==> src/rtl/dii_header_strip_if.sv <==
// DI flit channel: forward flit {valid,last,data[15:0]} and backward ready.
// master drives the flit, slave drives ready.
interface dii_header_strip_if;
  logic [17:0] flit;
  logic        ready;

  modport master (output flit, input ready);
  modport slave  (input flit, output ready);
endinterface

==> src/rtl/dii_header_strip.sv <==
// Strips the header flits of DI packets, latches dest/src/flags on a sideband and
// forwards the payload through one output register, optionally merging event chains.
module dii_header_strip #(
  parameter int                 HDR_WORDS    = 3,
  parameter int                 MERGE_EVENTS = 1,
  parameter int                 EVT_LSB      = 10,
  parameter int                 EVT_W        = 4,
  parameter logic [EVT_W-1:0]   CONT_CODE    = 'h1,
  parameter int                 CNT_W        = 16
) (
  input  logic               clk,
  input  logic               rst_n,
  dii_header_strip_if.slave  in_ch,
  dii_header_strip_if.master out_ch,
  output logic [15:0]        hdr_dest,
  output logic [15:0]        hdr_src,
  output logic [15:0]        hdr_flags,
  output logic               hdr_valid,
  output logic               chain_open,
  output logic               hdr_err,
  output logic [CNT_W-1:0]   pkt_cnt
);

  localparam int IDX_W = $clog2(HDR_WORDS);

  typedef enum logic {HDR, PAYLOAD} state_t;

  state_t           state;
  logic [IDX_W-1:0] hdr_idx;
  logic             last_evt;
  logic             out_valid;
  logic             out_last;
  logic [15:0]      out_data;

  logic        in_valid;
  logic        in_last;
  logic [15:0] in_data;
  logic        accept;
  logic        idx_final;
  logic        evt_last;
  logic        merge_last;
  logic        out_last_taken;

  assign in_valid = in_ch.flit[17];
  assign in_last  = in_ch.flit[16];
  assign in_data  = in_ch.flit[15:0];

  // Header flits never touch the output register, so they are always accepted.
  assign in_ch.ready = (state == HDR) | ~out_valid | out_ch.ready;
  assign accept      = in_valid & in_ch.ready;

  assign out_ch.flit = {out_valid, out_last, out_data};

  assign idx_final      = (hdr_idx == IDX_W'(HDR_WORDS - 1));
  assign evt_last       = (in_data[EVT_LSB +: EVT_W] != CONT_CODE);
  assign merge_last     = (MERGE_EVENTS != 0) ? last_evt : 1'b1;
  assign out_last_taken = out_valid & out_last & out_ch.ready;

  // Packet FSM, header sideband, output register and packet counter.
  // A chain opened by a new flags word wins over a chain closing in the same cycle.
  always_ff @(posedge clk or negedge rst_n) begin
    if (!rst_n) begin
      state      <= HDR;
      hdr_idx    <= '0;
      last_evt   <= 1'b1;
      out_valid  <= 1'b0;
      out_last   <= 1'b0;
      out_data   <= '0;
      hdr_dest   <= '0;
      hdr_src    <= '0;
      hdr_flags  <= '0;
      hdr_valid  <= 1'b0;
      hdr_err    <= 1'b0;
      chain_open <= 1'b0;
      pkt_cnt    <= '0;
    end else begin
      hdr_valid <= 1'b0;
      hdr_err   <= 1'b0;
      if (out_ch.ready) out_valid <= 1'b0;
      if (out_last_taken) chain_open <= 1'b0;

      case (state)
        HDR: begin
          if (in_valid) begin
            if (in_last && !idx_final) begin
              hdr_err <= 1'b1;
              hdr_idx <= '0;
            end else begin
              if (hdr_idx == IDX_W'(0)) hdr_dest <= in_data;
              if (hdr_idx == IDX_W'(1)) hdr_src  <= in_data;
              if (hdr_idx == IDX_W'(2)) begin
                hdr_flags <= in_data;
                hdr_valid <= 1'b1;
                last_evt  <= evt_last;
                if ((MERGE_EVENTS != 0) && !evt_last) chain_open <= 1'b1;
              end
              if (idx_final) begin
                hdr_idx <= '0;
                if (in_last) begin
                  if (pkt_cnt != '1) pkt_cnt <= pkt_cnt + 1'b1;
                end else begin
                  state <= PAYLOAD;
                end
              end else begin
                hdr_idx <= hdr_idx + 1'b1;
              end
            end
          end
        end
        PAYLOAD: begin
          if (accept) begin
            out_valid <= 1'b1;
            out_data  <= in_data;
            out_last  <= in_last & merge_last;
            if (in_last) begin
              state <= HDR;
              if (pkt_cnt != '1) pkt_cnt <= pkt_cnt + 1'b1;
            end
          end
        end
        default: state <= HDR;
      endcase
    end
  end

endmodule

==> src/flat_wrapper.sv <==
// flat-port wrapper written by rule: the top's interface ports become plain ports
module dii_header_strip_flat 
#(
  parameter int                 HDR_WORDS    = 3,
  parameter int                 MERGE_EVENTS = 1,
  parameter int                 EVT_LSB      = 10,
  parameter int                 EVT_W        = 4,
  parameter logic [EVT_W-1:0]   CONT_CODE    = 'h1,
  parameter int                 CNT_W        = 16
)
  (clk, rst_n, hdr_dest, hdr_src, hdr_flags, hdr_valid, chain_open, hdr_err, pkt_cnt, in_ch_flit, in_ch_ready, out_ch_flit, out_ch_ready);
  dii_header_strip_if in_ch_i ();
  dii_header_strip_if out_ch_i ();
  input  logic clk;
  input  logic rst_n;
  output logic [15:0] hdr_dest;
  output logic [15:0] hdr_src;
  output logic [15:0] hdr_flags;
  output logic hdr_valid;
  output logic chain_open;
  output logic hdr_err;
  output logic [CNT_W-1:0] pkt_cnt;
  input wire logic [$bits(in_ch_i.flit)-1:0] in_ch_flit;
  output wire logic [$bits(in_ch_i.ready)-1:0] in_ch_ready;
  output wire logic [$bits(out_ch_i.flit)-1:0] out_ch_flit;
  input wire logic [$bits(out_ch_i.ready)-1:0] out_ch_ready;
  assign in_ch_i.flit = in_ch_flit;
  assign in_ch_ready = in_ch_i.ready;
  assign out_ch_flit = out_ch_i.flit;
  assign out_ch_i.ready = out_ch_ready;
  dii_header_strip #(.HDR_WORDS(HDR_WORDS), .MERGE_EVENTS(MERGE_EVENTS), .EVT_LSB(EVT_LSB), .EVT_W(EVT_W), .CONT_CODE(CONT_CODE), .CNT_W(CNT_W)) u_core (.clk(clk), .rst_n(rst_n), .in_ch(in_ch_i), .out_ch(out_ch_i), .hdr_dest(hdr_dest), .hdr_src(hdr_src), .hdr_flags(hdr_flags), .hdr_valid(hdr_valid), .chain_open(chain_open), .hdr_err(hdr_err), .pkt_cnt(pkt_cnt));
endmodule
==> config.mk <==
export PLATFORM = sky130hd
export DESIGN_NAME = dii_header_strip_flat
export DESIGN_NICKNAME = d
export VERILOG_FILES = /design/src/rtl/dii_header_strip_if.sv /design/src/rtl/dii_header_strip.sv /design/src/flat_wrapper.sv
export SDC_FILE = /design/constraint.sdc
export NUM_CORES = 1
export LEC_CHECK = 0
export ABC_AREA = 0
export BUFFER_PORTS_ARGS = -buffer_cell sky130_fd_sc_hd__buf_2
export CAP_MARGIN = 10
export CORE_ASPECT_RATIO = 1.5
export CORE_UTILIZATION = 41
export DETAILED_ROUTE_END_ITERATION = 8
export PLACE_DENSITY = 0.66
export SKIP_CTS_REPAIR_TIMING = 1
export SLEW_MARGIN = 20
export SYNTH_ARGS = -nofsm -noshare
export SYNTH_HDL_FRONTEND = slang
export SYNTH_SLANG_ARGS = --single-unit
==> constraint.sdc <==
create_clock -name clk -period 3.6 [get_ports clk]
set_input_delay 0.54 -clock clk [delete_from_list [all_inputs] [get_ports clk]]
set_output_delay 0.54 -clock clk [all_outputs]
set_load 0.03 [all_outputs]
==> results of run 1 <==
==> cell type report <==
type,count,area (um2),share of cell area (%)
multi-input combinational,148,1280,28.4
sequential,89,2230,49.4
timing repair buffer,108,552,12.2
clock buffer,14,274,6.07
inverter,3,11.3,0.249
clock inverter,2,35.0,0.776
tap,107,134,2.97
==> worst paths after layout <==
| path | startpoint | endpoint | slack (ns) | depth (start not counted) |
|---|---|---|---|---|
| worst max register to register | u_core.state | u_core.hdr_dest[10] | 1.54 | 4 |
| min in group clk | in_ch_flit[14] | u_core.hdr_src[14] | 0.47 | 2 |
| worst min register to register | u_core.chain_open | u_core.chain_open | 0.47 | 2 |
| worst min-delay path | rst_n | u_core.pkt_cnt[0] | 0.24 | 1 |
| worst max-delay path | u_core.state | u_core.hdr_dest[10] | 1.54 | 4 |
| max in group asynchronous | rst_n | u_core.hdr_src[1] | 2.76 | 1 |
==> power breakdown <==
group          internal (mW)  leakage (nW)  total [mW]  switching, mW
sequential              1.43          1.09        1.67          0.246
clock                  0.594         0.153       0.955          0.361
combinational          0.678         0.991        1.92           1.24
==> cell usage after synthesis (2+ instances only) <==
cell type	n
nor3_1	6
nand2b_1	3
buf_6	2
o21ai_0	2
or2_2	2
xor2_1	11
buf_2	2
dfrtp_1	88
nand3_1	5
inv_1	3
xnor2_1	3
mux2_2	64
a21oi_1	2
nand2_1	18
nor2_1	9
buf_4	3
nor2b_1	3
==> routing by layer <==
layer / vias up / global-route usage (%) / routed length (um)
met4: 0 / 9.75 / 239
met2: 69 / 32.5 / 4060
li1: 1078 / - / -
met5: - / 0 / 0
met3: 15 / 4.77 / 322
met1: 1205 / 19.8 / 2880
==> kinds of logic after synthesis <==
| group | count (synthesis) | share of synthesized area [%] |
|---|---|---|
| adder cells (fa/ha/maj) | 1 | 0.350 |
| multiplexers | 66 | 21.2 |
| buffers and inverters | 10 | 1.85 |
| XOR/XNOR | 14 | 3.43 |
| AND/OR/NAND/NOR | 59 | 9.00 |
| flip-flops | 89 | 62.3 |
| AO/OA/AOI/OAI | 8 | 1.82 |
==> metrics by stage <==
stage          setup slack (ns)  std cells
2_1_floorplan              1.49        247
3_3_place_gp               1.48        455
3_5_place_dp               1.41        455
4_1_cts                    1.52        471
5_1_grt                    1.39        471
6_report                   1.54        471
==> sequential cells by signal, indices dropped and copies added, names as in the netlist <==
name and count:
u_core.hdr_dest 16, u_core.hdr_flags 16, u_core.hdr_src 16, u_core.out_data 16
u_core.pkt_cnt 16, u_core.hdr_idx 2, u_core.chain_open 1, u_core.hdr_err 1
u_core.hdr_valid 1, u_core.last_evt 1, u_core.out_last 1, u_core.out_valid 1
u_core.state 1
==> worst register-to-register path: cells and delay by family (launching register included) <==
family / cells / cell delay (ns)
mux: 1 / 0.35
simple gates: 2 / 0.81
buf+inv: 1 / 0.31
flops: 1 / 0.46
==> impl_metrics.json, run 1 <==
{
  "drt_wl_total_um": 7500,
  "critPathBufInv": 1,
  "clock_latency_ns": 0.33,
  "ant_nets": 0,
  "final_util_pct": 53.7,
  "hold_viol": 0,
  "synth_edf_count": 0,
  "cts_tree": "built",
  "synth.area.top_cells": "dfrtp_1 (62%), mux2_2 (20%), xor2_1 (2.7%)",
  "fin_crit_sh_pct": 57.2,
  "whs_ns": 0.240,
  "grt.overflow.total": 0,
  "worstMarginPinSlew_ns": 0.909,
  "layout_common_cells": "buf_2 (105), dfrtp_1 (88), mux2_2 (64)",
  "antennaDiodeCount": 0,
  "cpPeakStageDelay_ns": 0.51,
  "clock-sinks": 89,
  "drc": 0,
  "synth_ff_type": "dfrtp_1",
  "first_pass_iters": 4,
  "leakagePower_nw": 2.24,
  "critPathArrivalTime_ns": 2.28,
  "hold_path_class": "primary input to asynchronous set/reset pin",
  "rows": 41,
  "setup_violations": 0,
  "clock_path_buffers": 2,
  "viasPerCell": 5.03,
  "port_buffers": 106,
  "post-route-min-period_ns": 2.06,
  "vias": 2367,
  "drive_above_1_share_pct": 54.4,
  "syn_inst": 247,
  "globalplace.congestion": 0.737,
  "area_growth_pct": 26.3,
  "slew_violations": 0,
  "cp_slowest_cell": "nor4_4",
  "synth_top_cell_by_area": "dfrtp_1",
  "nNetsFinal": 381,
  "ys_types": 38,
  "ir_drop_v": 0.000550,
  "clock-root-buffer": "clkbuf_16",
  "antenna_found_initial": 0,
  "drv_cap": 0,
  "ys_seq_area_share_pct": 62.3,
  "cp_cell_sequence": "nand2b_1 > nor4_4 > buf_4 > mux2_2",
  "placed_area_mm2": 0.00420,
  "skew_ns": 0.00484,
  "ys_ff_latch": 89,
  "grt_pass1_vias": 2381,
  "die-height_um": 116,
  "dp.final_hpwl_um": 5270,
  "async_reset_ff_share_pct": 100,
  "synth_area_per_cell_um2": 14.5,
  "outcome": "finished, final reports clean",
  "clk_pin_slew_ns": 0.06,
  "cp-start-kind": "register",
  "grt_max_degree": 90,
  "grt_use_total_pct": 18.2,
  "total_power_mw": 4.54,
  "max_clock_freq_mhz": 485,
  "crit_fanout": 10,
  "cts_made_buffers": 9,
  "start_util_pct": 42.5,
  "grt_first_pass_wirelength_um": 12200,
  "slew_headroom_pct": 39.2,
  "final_common_cell": "buf_2",
  "cp_top_family": "simple AND/OR/NAND/NOR gates",
  "h-tree-depth": 3,
  "drt_iter0_markers": 105,
  "critPathCaptureType": "register",
  "fillers": 781,
  "die_w_um": 78.2,
  "tns_ns": 0,
  "power_density_mw_per_mm2": 1010,
  "ios": 107,
  "stdcell_area_mm2": 0.00451,
  "post_drt_wl_per_cell_um": 15.9,
  "crit_required_ns": 3.82,
  "die_area_mm2": 0.00910,
  "yosys_warnings": 0,
  "crit_type": "register to register",
  "coreArea_mm2": 0.00841,
  "rsz0062_at_grt": "no",
  "synth_top_area_share_pct": 61.6,
  "syn_area_mm2": 0.00357,
  "syn-num-nets": 269
}
(Power assumes the default switching activity.)
==> run 2, diff against run 1 <==
ABC_AREA = 1   (was 0)
PLACE_DENSITY = 0.65   (was 0.66)
clock period = 2 ns   (was 3.6 ns; I/O delays follow)
==> run 2 against run 1 <==
Against the previous run:
- routed wire length is 14% higher
- via count is 32% higher
- cell count is 36% higher
- area after synthesis is 4.5% higher
- combinational power is 30% higher
- sequential share of layout area is 1.6 points lower
- largest power group is now sequential cells
- count of clock-buffer cells in the layout is 3 lower
- clock skew is 0.0011 ns lower
- clock power is 72% higher
- worst setup slack worse by 1.1 ns
- critical path type unchanged
==> impl_metrics.json, run 2 <==
{
  "outcome": "finished, final reports clean",
  "ios": 107,
  "tns_ns": 0,
  "max_clock_freq_mhz": 641,
  "synthMuxAreaShare_pct": 0,
  "rows": 42,
  "stdcell_area_mm2": 0.00466,
  "synthTopCellsByCount": "nand2_1 (150), dfrtp_1 (88), o21ai_0 (49)",
  "ys_ff_latch": 89,
  "synth_top_family_by_area": "simple AND/OR/NAND/NOR gates",
  "syn_area_mm2": 0.00374,
  "antennaDiodeCount": 0,
  "die_area_mm2": 0.00951,
  "synth_ff_type": "dfrtp_1",
  "rsz0062_at_grt": "no",
  "grt_use_total_pct": 19.9,
  "post-route-min-period_ns": 1.56,
  "setup_violations": 0,
  "critPathCaptureType": "register",
  "area_growth_pct": 24.8,
  "final_common_cell": "nand2_1",
  "synthSimpleGateAreaFrac_pct": 22.5,
  "synthXorXnorAreaFrac_pct": 1.64,
  "coreArea_mm2": 0.00883,
  "slew_violations": 0,
  "synth_top_cell_by_area": "dfrtp_1",
  "reg2regPathDepth": 8,
  "ir_drop_v": 0.000859,
  "drc": 0,
  "clk_pin_slew_ns": 0.06,
  "async_reset_ff_share_pct": 100,
  "syn-num-nets": 440,
  "die_w_um": 79.9,
  "dp.final_hpwl_um": 6080,
  "drt_wl_total_um": 8520,
  "grt_first_pass_wirelength_um": 14600,
  "startpoint": "u_core.pkt_cnt[0]",
  "slew_headroom_pct": 67.0,
  "vias": 3124,
  "cts_tree": "built",
  "synth-compound-area-share_pct": 10.0,
  "h-tree-depth": 3,
  "yosys_warnings": 0,
  "viasPerCell": 4.88,
  "synth.area.top_cells": "dfrtp_1 (59%), nand2_1 (15%), o21ai_0 (6.6%)",
  "ys_seq_area_share_pct": 59.6,
  "hold_viol": 0,
  "layout_common_cells": "nand2_1 (150), buf_2 (105), dfrtp_1 (88)",
  "port_buffers": 106,
  "clock_path_buffers": 2,
  "hp-start": "in_ch_flit[16]",
  "antenna_found_initial": 0,
  "whs_endpoint": "u_core.state",
  "start_util_pct": 42.3,
  "synth_edf_count": 0,
  "ys_types": 28,
  "grt.met2_usage_pct": 32.5,
  "drive_above_1_share_pct": 27.4,
  "post_drt_wl_per_cell_um": 13.3,
  "worstMarginPinSlew_ns": 0.495,
  "dp.cells": 623,
  "fin_crit_sh_pct": 78.1,
  "clock-sinks": 89,
  "skew_ns": 0.00377,
  "use_met1_pct": 24.6,
  "grt.busiest_layer": "met2",
  "crit_required_ns": 2.22,
  "ant_nets": 0,
  "synth_area_per_cell_um2": 8.94,
  "grt_max_degree": 49,
  "leakagePower_nw": 2.50,
  "drv_cap": 0,
  "crit_fanout": 5,
  "clock-root-buffer": "clkbuf_16",
  "grt.overflow.total": 0,
  "drt_iter0_markers": 122,
  "whs_path_depth": 2,
  "synth.most_common_cell": "nand2_1",
  "critPathArrivalTime_ns": 1.78,
  "first_pass_iters": 4,
  "placed_area_mm2": 0.00437,
  "globalplace.congestion": 0.823,
  "crit_type": "register to register",
  "r2r-end": "u_core.pkt_cnt[14]",
  "nNetsFinal": 547,
  "rrSetupSlack_ns": 0.44,
  "hold_path_class": "primary input to register",
  "synthAdderAreaFrac_pct": 0.335,
  "grt_pass1_vias": 3127,
  "cp-start-kind": "register",
  "cts_made_buffers": 9,
  "total_power_mw": 6.85,
  "synth_top_area_share_pct": 58.9,
  "die-height_um": 119,
  "use_met3_pct": 5.36,
  "syn_inst": 418,
  "rr_startpoint": "u_core.pkt_cnt[0]",
  "clock_latency_ns": 0.33,
  "power_density_mw_per_mm2": 1470,
  "final_cells": 640
}
run 2: cell count changes in the layout (fill, tap and decap cells not counted), moves of 8 or more:
cell,previous run,this run
inv_1,3,30
mux2_2,64,0
nand2_1,18,150
o21ai_0,2,49
o21ai_1,0,20
xor2_1,11,3
run 2: power breakdown:
| group | leakage [nW] | internal (mW) | total [mW] | switching, mW |
|---|---|---|---|---|
| clock | 0.139 | 0.967 | 1.64 | 0.670 |
| combinational | 1.22 | 0.681 | 2.50 | 1.82 |
| sequential | 1.14 | 2.39 | 2.71 | 0.322 |
| total | 2.50 | 4.04 | 6.85 | 2.81 |
run 2: final cells by class:
class,instances,area [um2]
Clock buffer,11,233
Clock inverter,5,56.3
Fill cell,874,4160
Inverter,34,128
Multi-Input combinational cell,279,1290
Sequential cell,89,2230
Tap cell,110,138
Timing Repair Buffer,112,593
run 2: kinds of logic after synthesis:
logic type,Yosys count
flip-flops,89
adder cells (fa/ha/maj),1
AND/OR/NAND/NOR,198
AO/OA/AOI/OAI,73
buffers and inverters,50
XOR/XNOR,7
run 2: critical path, stage by stage, from the launching register on:
cell,delay (ns)
dfrtp_1,0.41
ha_1,0.22
nand3_2,0.13
nor2_1,0.34
nand3_1,0.13
nand2_1,0.08
nand2_1,0.05
nand2_1,0.06
nand2_1,0.05
run 2: metrics by stage:
stage	utilization, %	worst slack [ns]	hold slack (ns)
after floorplan	-	0.384	0.00441
after global placement	49.4	0.510	0.140
after detailed placement	49.4	0.451	0.142
after CTS	52.7	0.442	-0.215
after global routing	52.8	0.253	0.199
final	52.8	0.439	0.177
run 2: routing by layer:
| layer | up-vias | wire length (um) |
|---|---|---|
| met2 | 84 | 4290 |
| li1 | 1540 | - |
| met3 | 12 | 512 |
| met4 | 0 | 180 |
| met1 | 1488 | 3550 |
| met5 | - | 0 |
run 2: worst max-delay path by stage:
stage / end / slack [ns] / depth (start not counted)
2_1_floorplan: u_core.pkt_cnt[5] / 0.38 / 9
3_3_place_gp: u_core.pkt_cnt[3] / 0.51 / 8
3_5_place_dp: u_core.pkt_cnt[14] / 0.45 / 8
4_1_cts: u_core.pkt_cnt[14] / 0.44 / 8
5_1_grt: u_core.pkt_cnt[8] / 0.25 / 8
6_report: u_core.pkt_cnt[14] / 0.44 / 8
==> run 3, diff against run 2 <==
clock period = 1.5 ns   (was 2 ns; I/O delays follow)
==> run 3 against run 2 <==
Against the previous run:
- global-route usage is 0.12 points higher
- critical path type unchanged
- critical path depth did not move
- sequential share of layout area fell by 2.1 points
==> impl_metrics.json, run 3 (synthesis results as in run 2) <==
{
  "post_drt_wl_per_cell_um": 13.7,
  "ir_drop_v": 0.00129,
  "die_area_mm2": 0.00951,
  "clock_path_buffers": 2,
  "grt_pass1_vias": 3053,
  "critPathBufInv": 1,
  "rows": 42,
  "total_power_mw": 9.29,
  "start_util_pct": 42.3,
  "p_switching_mw": 3.79,
  "ios": 107,
  "drv_cap": 0,
  "vias": 3127,
  "coreArea_mm2": 0.00883,
  "outcome": "finished, final reports clean",
  "stdcell_area_mm2": 0.00489,
  "dr.max_layer_used": "met4",
  "clk_pin_slew_ns": 0.06,
  "drt_wl_total_um": 8980,
  "globalplace.congestion": 0.820,
  "fin_crit_sh_pct": 95.4,
  "p_int_mw": 5.51,
  "slew_headroom_pct": 67.9,
  "drt_iter0_markers": 113,
  "grt.overflow.total": 0,
  "power_frac_clock_pct": 24.4,
  "die_w_um": 79.9,
  "hold_viol": 0,
  "wl_met1_um": 3660,
  "antennaDiodeCount": 0,
  "area_growth_pct": 31.0,
  "seq_power_share_pct": 39.3,
  "cpPeakStageDelay_ns": 0.44,
  "cp_cell_sequence": "nand2_2 > nor2_4 > nand3_1 > nor2_2 > nor2_4 > buf_4 > nand2_1 > nand2_1",
  "fillers": 827,
  "clock_latency_ns": 0.34,
  "power_density_mw_per_mm2": 1900,
  "critPathArrivalTime_ns": 1.66,
  "crit_type": "register to register",
  "drc": 0,
  "skew_ns": 0.00608,
  "wl_met3_um": 497,
  "routed-wl-met2_um": 4630,
  "hold_path_class": "primary input to register",
  "nNetsFinal": 560,
  "combPwrFrac_pct": 36.3,
  "cp-start-kind": "register",
  "dp.final_hpwl_um": 6150,
  "clock-root-buffer": "clkbuf_16",
  "first_pass_iters": 4,
  "cp_slowest_cell": "dfrtp_1",
  "port_buffers": 106,
  "switching_share_pct": 40.7,
  "setup_violations": 0,
  "clock-sinks": 89,
  "antenna_found_initial": 0,
  "max_clock_freq_mhz": 699,
  "leakagePower_nw": 2.59,
  "ant_nets": 0,
  "layout_common_cells": "nand2_1 (147), buf_2 (105), dfrtp_1 (81)",
  "h-tree-depth": 3,
  "drive_above_1_share_pct": 32.2,
  "crit_fanout": 7,
  "die-height_um": 119,
  "slew_violations": 0,
  "setup_ws_ns": 0.0691,
  "grt_use_total_pct": 20.0,
  "crit_required_ns": 1.73,
  "placed_area_mm2": 0.00448,
  "final_common_cell": "nand2_1",
  "pre_cts_ws_ns": 0.0273,
  "worstMarginPinSlew_ns": 0.481,
  "grt_first_pass_wirelength_um": 14500,
  "critPathCaptureType": "register",
  "cts_tree": "built",
  "grt_max_degree": 90,
  "cts_made_buffers": 9,
  "cp_top_family": "simple AND/OR/NAND/NOR gates",
  "post-route-min-period_ns": 1.43,
  "viasPerCell": 4.79
}
==> run 3: cell types whose count changed in the layout (fill, tap and decap cells not counted), moves of 3 or more <==
| cell | previous run | this run |
|---|---|---|
| nor2_4 | 1 | 4 |
| buf_4 | 5 | 14 |
| buf_12 | 1 | 4 |
| dfrtp_1 | 88 | 81 |
| dfrtp_2 | 0 | 7 |
| nand2_1 | 150 | 147 |
==> run 3: layout make-up <==
type	count	area, um2	area share [%]
sequential	89	2240	45.7
multi-input combinational	280	1370	27.9
timing repair buffer	124	721	14.7
clock buffer	12	256	5.24
tap	110	138	2.81
inverter	34	128	2.61
clock inverter	4	48.8	0.997
==> run 3: path summary, 6_finish.rpt <==
kind / startpoint / end / slack (ns) / cells past startpoint
hold reg to reg: u_core.hdr_dest[9] / u_core.hdr_dest[9] / 0.48 / 2
max in group asynchronous: rst_n / u_core.hdr_flags[1] / 0.67 / 3
setup / recovery: u_core.pkt_cnt[6] / u_core.pkt_cnt[15] / 0.07 / 8
min in group asynchronous: rst_n / u_core.pkt_cnt[5] / 0.44 / 3
setup reg to reg: u_core.pkt_cnt[6] / u_core.pkt_cnt[15] / 0.07 / 8
hold / removal: in_ch_flit[16] / u_core.state / 0.11 / 2
==> run 3: worst reg2reg max path: cells and delay by family, from the launching register on <==
family,cells,cell delay [ns]
flops,1,0.44
buf+inv,1,0.16
simple gates,7,0.71
==> run 3: power by group through the flow <==
| stage | logic (mW) | clock network, mW | registers [mW] |
|---|---|---|---|
| global route | 3.64 | 2.41 | 3.74 |
| detailed placement | 3.40 | 0 | 3.66 |
| global placement | 3.35 | 0 | 3.64 |
| CTS | 3.40 | 2.32 | 3.65 |
| floorplan | 0.740 | 0 | 5.18 |
| finish | 3.37 | 2.27 | 3.65 |
==> run 3: routing by layer <==
metal  up-vias  global-route usage (%)
li1       1570                       -
met1      1457                    24.0
met2        86                    33.5
met3        14                    4.98
met4         0                    8.93
met5         -                       0
==> run 3: metrics by stage <==
| stage | instances | utilization, % | hold WS [ns] | TNS [ns] |
|---|---|---|---|---|
| detailed placement | 631 | 50.7 | 0.300 | 0 |
| global route | 653 | 55.4 | 0.113 | -0.00975 |
| global placement | 631 | 50.7 | 0.303 | 0 |
| floorplan | 418 | - | -0.0706 | 0 |
| finish | 653 | 55.4 | 0.114 | 0 |
| CTS | 647 | 54.2 | -0.0598 | 0 |
